$ cat config.mk
export PLATFORM = sky130hd
export DESIGN_NAME = info_frame_packet_builder
export DESIGN_NICKNAME = d
export VERILOG_FILES = /design/src/rtl/info_frame_packet_builder.sv
export SDC_FILE = /design/constraint.sdc
export NUM_CORES = 1
export LEC_CHECK = 0
export BUFFER_PORTS_ARGS = -buffer_cell sky130_fd_sc_hd__buf_2
export CORE_ASPECT_RATIO = 1.5
export CORE_UTILIZATION = 50
export CTS_BUF_LIST = sky130_fd_sc_hd__clkbuf_4 sky130_fd_sc_hd__clkbuf_8
export DETAILED_ROUTE_END_ITERATION = 12
export PLACE_DENSITY = 0.79
export SYNTH_ARGS = -nofsm -noshare
export SYNTH_HDL_FRONTEND = slang
export SYNTH_SLANG_ARGS = --single-unit
$ cat constraint.sdc
create_clock -name clk_pixel -period 5.45 [get_ports clk_pixel]
set_input_delay 0.2725 -clock clk_pixel [delete_from_list [all_inputs] [get_ports clk_pixel]]
set_output_delay 0.2725 -clock clk_pixel [all_outputs]
set_load 0.01 [all_outputs]
$ cat src/rtl/info_frame_packet_builder.sv
// Run-time programmable HDMI InfoFrame source: shadow payload/config, sequential
// checksum engine and a boundary-synchronised swap into the active packet outputs.
module info_frame_packet_builder #(
    parameter int         MAX_LENGTH      = 27,
    parameter logic [6:0] DEFAULT_TYPE    = 7'd2,
    parameter logic [7:0] DEFAULT_VERSION = 8'd2,
    parameter logic [4:0] DEFAULT_LENGTH  = 5'd13
) (
    input  logic        clk_pixel,
    input  logic        reset,
    input  logic [6:0]  cfg_type,
    input  logic [7:0]  cfg_version,
    input  logic [4:0]  cfg_length,
    input  logic        wr_en,
    input  logic [4:0]  wr_addr,
    input  logic [7:0]  wr_data,
    output logic        wr_ready,
    input  logic        commit,
    input  logic        packet_boundary,
    output logic        busy,
    output logic        active_valid,
    output logic [23:0] header,
    output logic [55:0] sub [3:0]
);

    localparam logic [4:0] MAX_LEN_C = 5'(MAX_LENGTH);

    typedef enum logic [1:0] {
        ST_IDLE    = 2'd0,
        ST_SUM     = 2'd1,
        ST_PENDING = 2'd2,
        ST_SWAP    = 2'd3
    } state_t;

    // InfoFrame checksum byte: makes header + payload + checksum sum to zero.
    function automatic logic [7:0] info_checksum(input logic [7:0] acc);
        return 8'h00 - acc;
    endfunction

    state_t      state_q, state_d;
    logic        auto_q, auto_d;
    logic [4:0]  cnt_q, cnt_d;
    logic [7:0]  acc_q, acc_d;
    logic [6:0]  type_q, type_d;
    logic [7:0]  version_q, version_d;
    logic [4:0]  length_q, length_d;
    logic [7:0]  pb_q [0:27];
    logic [7:0]  pb_d [0:27];
    logic [23:0] header_q, header_d;
    logic [55:0] sub_q [3:0];
    logic [55:0] sub_d [3:0];
    logic        valid_q, valid_d;
    logic        wr_ready_q, wr_ready_d;
    logic        busy_q, busy_d;
    logic [7:0]  sum_byte;
    logic [4:0]  pb_idx;

    // State, shadow and active-packet registers with synchronous reset.
    always_ff @(posedge clk_pixel) begin
        if (reset) begin
            state_q    <= ST_SUM;
            auto_q     <= 1'b1;
            cnt_q      <= 5'd0;
            acc_q      <= 8'h00;
            type_q     <= DEFAULT_TYPE;
            version_q  <= DEFAULT_VERSION;
            length_q   <= DEFAULT_LENGTH;
            for (int k = 0; k < 28; k++) begin
                pb_q[k] <= 8'h00;
            end
            header_q   <= 24'h000000;
            for (int i = 0; i < 4; i++) begin
                sub_q[i] <= 56'h0;
            end
            valid_q    <= 1'b0;
            wr_ready_q <= 1'b0;
            busy_q     <= 1'b1;
        end else begin
            state_q    <= state_d;
            auto_q     <= auto_d;
            cnt_q      <= cnt_d;
            acc_q      <= acc_d;
            type_q     <= type_d;
            version_q  <= version_d;
            length_q   <= length_d;
            pb_q       <= pb_d;
            header_q   <= header_d;
            sub_q      <= sub_d;
            valid_q    <= valid_d;
            wr_ready_q <= wr_ready_d;
            busy_q     <= busy_d;
        end
    end

    // Byte fed to the accumulator: header bytes 2,1,0 then PB1..PBL.
    always_comb begin
        sum_byte = 8'h00;
        pb_idx   = cnt_q - 5'd2;
        case (cnt_q)
            5'd0:    sum_byte = {3'b000, length_q};
            5'd1:    sum_byte = version_q;
            5'd2:    sum_byte = {1'b1, type_q};
            default: begin
                if (pb_idx <= 5'd27) begin
                    sum_byte = pb_q[pb_idx];
                end else begin
                    sum_byte = 8'h00;
                end
            end
        endcase
    end

    // Next-state logic, shadow writes, checksum accumulation and packet swap.
    always_comb begin
        state_d   = state_q;
        auto_d    = auto_q;
        cnt_d     = cnt_q;
        acc_d     = acc_q;
        type_d    = type_q;
        version_d = version_q;
        length_d  = length_q;
        pb_d      = pb_q;
        header_d  = header_q;
        sub_d     = sub_q;
        valid_d   = valid_q;

        case (state_q)
            ST_IDLE: begin
                if (wr_en && (wr_addr >= 5'd1) && (wr_addr <= 5'd27)) begin
                    pb_d[wr_addr] = wr_data;
                end else begin
                    pb_d = pb_q;
                end
                if (commit) begin
                    type_d    = cfg_type;
                    version_d = cfg_version;
                    length_d  = (cfg_length > MAX_LEN_C) ? MAX_LEN_C : cfg_length;
                    acc_d     = 8'h00;
                    cnt_d     = 5'd0;
                    state_d   = ST_SUM;
                end else begin
                    state_d   = ST_IDLE;
                end
            end
            ST_SUM: begin
                acc_d = acc_q + sum_byte;
                if (cnt_q == (length_q + 5'd2)) begin
                    cnt_d   = 5'd0;
                    state_d = auto_q ? ST_SWAP : ST_PENDING;
                end else begin
                    cnt_d   = cnt_q + 5'd1;
                end
            end
            ST_PENDING: begin
                if (packet_boundary) begin
                    state_d = ST_SWAP;
                end else begin
                    state_d = ST_PENDING;
                end
            end
            ST_SWAP: begin
                header_d = {3'b000, length_q, version_q, 1'b1, type_q};
                // Bytes beyond the committed length go out as zero even if the shadow holds data.
                for (int i = 0; i < 4; i++) begin
                    for (int j = 0; j < 7; j++) begin
                        if ((7 * i + j) == 0) begin
                            sub_d[i][8*j +: 8] = info_checksum(acc_q);
                        end else if ((7 * i + j) <= int'(length_q)) begin
                            sub_d[i][8*j +: 8] = pb_q[7 * i + j];
                        end else begin
                            sub_d[i][8*j +: 8] = 8'h00;
                        end
                    end
                end
                valid_d = 1'b1;
                auto_d  = 1'b0;
                state_d = ST_IDLE;
            end
            default: begin
                state_d = ST_IDLE;
            end
        endcase

        wr_ready_d = (state_d == ST_IDLE);
        busy_d     = (state_d == ST_SUM) || (state_d == ST_PENDING);
    end

    assign wr_ready     = wr_ready_q;
    assign busy         = busy_q;
    assign active_valid = valid_q;
    assign header       = header_q;
    assign sub          = sub_q;

endmodule

==> flow_summary.yaml <==
run_status:
  outcome: "finished clean"
sta:
  fmax_mhz: 214
  hold_viol: 0
  rsz0062_at_grt: "no"
  min_period_ps: 4670
  setup_ws_ps: 780
  drv_slew: 0
  slew_headroom_pct: 29.1
  setup_viol: 0
  final.setup_skew_ps: 27.0
  period_share_pct: 85.7
  tns_ps: 0
  worst_pin_slew_ps: 1050
  holdWs_ps: 115
place:
  numPortBuffers: 285
  place_ws_ps: 871
  gp_congestion: 0.929
  hpwl_mm: 44.9
  dpl_cell_area_um2: 22000
route:
  viasPerCell: 5.98
  ant_nets: 0
  post-route-drc-count: 0
  vias: 17600
  wl_mm: 64.0
  wire_per_inst_um: 21.7
  initialDrtViolationCount: 1809
  first_pass_iters: 6
power:
  power_uw: 7610
  cellLeakagePower_uw: 0.00944
  ir_worst_vdd_mv: 0.200
  power_density_nw_per_um2: 319
yosys:
  ys.flop_type: "dfxtp_1"
  yosys_warnings: 0
  synthCells: 2150
  ys_ff_latch: 507
  syn_avg_cell_area_um2: 9.49
  synth_area_um2: 20400
  async_flop_share_pct: 0
  synth_seq_area_share_pct: 49.8
  yosysUniqueCellTypes: 62
  synth_edf_count: 0
clock_network:
  clock-sinks: 507
  clkSlewWorstSetupHoldPaths_ps: 60
  cts_hold_buf: 22
  tritoncts: "yes"
  h-tree-depth: 3
  cts_root_buf: "clkbuf_8"
  clkLatencyLatePin_ps: 660
  post_cts_buffers: 0
  cts_buffers: 74
  cts_buffer_depth: 3
  cts_resized: 0
global_routing:
  grt_pass1_vias: 17000
  grt_start_max_net_pins: 204
  track_usage_pct: 30.1
  grt_pass1_wl_mm: 96.6
  antenna_found_initial: 6
  gr-total-overflow: 0
flow_run:
  cap_violations: 0
layout:
  drive_above_1_share_pct: 20.9
  fin_area_um2: 23800
  area_delta_synth_final_pct: 16.7
  layout.nets: 2443
worst_setup_path:
  r2r-start: "cnt_q[2]"
  critPathCaptureType: "flip-flop"
  setup.worst_path.start: "cnt_q[2]"
  crit_fanout: 24
  critPathLaunchType: "flip-flop"
  crit_required_ps: 6020
  cp.arrival_ps: 5240
  crit_type: "reg -> reg"
floorplanning:
  initial_core_util_pct: 50.7
  die_area_um2: 41600
  die_w_um: 167
  rows: 90
  fp.coreArea_um2: 40200
  die_y_um: 249
  ios: 289
min_path:
  min_from: "reset"
  worstHoldPathType: "in -> reg"
## state kept, by name, summed over array words and instances, names as in the netlist
register   cells
cnt_q          5
auto_q         1
state_q        2
header        21
acc_q          8
pb_q         224
wr_ready       1
busy           1
type_q         7
length_q       5
sub          224
version_q      8
## layout by cell type, fill, tap and decap left out, drive strengths merged, types with 20 or more instances in the layout
| master | instances |
|---|---|
| a21oi | 123 |
| a22oi | 222 |
| buf | 301 |
| clkbuf | 106 |
| dfxtp | 507 |
| dlygate4sd3 | 22 |
| ha | 20 |
| mux2i | 186 |
| mux4 | 56 |
| nand2 | 183 |
| nand3 | 42 |
| nor2 | 475 |
| o21ai | 28 |
## synth_stat cells (2+ instances only)
cell	count	area, um2
nand3_1	41	205
mux4_1	3	78.8
xnor2_1	8	70.1
nand3b_1	7	52.6
inv_1	14	52.6
o21ai_0	28	140
ha_1	20	250
o31ai_1	3	22.5
a22oi_1	222	1670
a21oi_1	123	616
nor3_1	12	60.1
buf_2	15	75.1
a221o_1	2	20.0
o22ai_1	2	12.5
a211oi_1	4	30.0
a222oi_1	4	40.0
buf_4	6	45.0
nor4b_4	2	47.6
a221oi_1	3	26.3
nor2_1	458	1720
and2_0	2	12.5
a21o_1	2	15.0
dfxtp_1	507	10100
nor2_2	16	100
clkbuf_1	129	484
mux4_2	53	1190
o21a_1	3	22.5
or3_1	6	37.5
a31oi_1	6	37.5
nor4b_2	2	30.0
o2111ai_1	2	17.5
and3_1	7	43.8
nand4_1	4	25.0
xor2_1	8	70.1
nor2b_1	14	87.6
nand2_1	183	687
buf_1	16	60.1
mux2i_1	186	1860
nand2b_1	4	25.0
## critical path, stage by stage, from the launching register on
cell       delay [ps]
dfxtp_1           710
inv_1             130
ha_1              650
buf_4             430
mux2i_1           380
a21oi_1           220
a21oi_1           250
o2111ai_1         130
ha_1              290
a21oi_1           230
o221ai_1          210
nor4_1            210
nor3_1            100
xor2_1            180
or3_1             310
a31oi_1           150
## routing by layer
| metal | global-route usage, % | wire (um) | vias to the layer above |
|---|---|---|---|
| li1 | - | - | 8034 |
| met1 | 36.1 | 24500 | 8478 |
| met2 | 50.0 | 31200 | 904 |
| met3 | 5.33 | 4690 | 205 |
| met4 | 18.4 | 3530 | 4 |
| met5 | 0 | 27 | - |
## final cells by class
type	count	area, um2
inverters	15	56.3
clock buffers	106	1360
diodes	4	10.0
clock inverters	22	254
flip-flops and latches	507	10200
multi-input cells	1463	9540
fillers	3288	16400
well taps	506	633
repair buffers	323	1800
## final timing paths
| kind | end | slack, ps | cells past startpoint |
|---|---|---|---|
| setup / recovery | acc_q[7] | 780 | 15 |
| hold / removal | sub[55] | 120 | 2 |
| setup reg to reg | acc_q[7] | 780 | 15 |
| hold reg to reg | sub[7] | 450 | 2 |
## where the power goes
part	switching, uW	internal [uW]	total, uW
clock network	1470	1850	3320
logic	323	196	519
registers	38.3	3730	3760
## cell families (layout without fill, tap and decap cells)
kind of cell	Yosys count	count (layout)	share of synthesized area (%)
simple gates	767	767	15.7
mux	243	243	15.4
flops	507	507	49.8
xor+xnor	16	16	0.687
fa+ha+maj	21	21	1.32
buf+inv	182	466	3.59
other cells	1	7	0.0184
compound gates	413	413	13.5
## per-stage QoR
step                instances  util (%)
finish                   2946      59.2
global route             2946      59.2
CTS                      2942      59.2
detailed placement       2792      54.6
global placement         2792      54.6
floorplan                2152         -
Note: power is estimated with default switching activity, not from simulation.
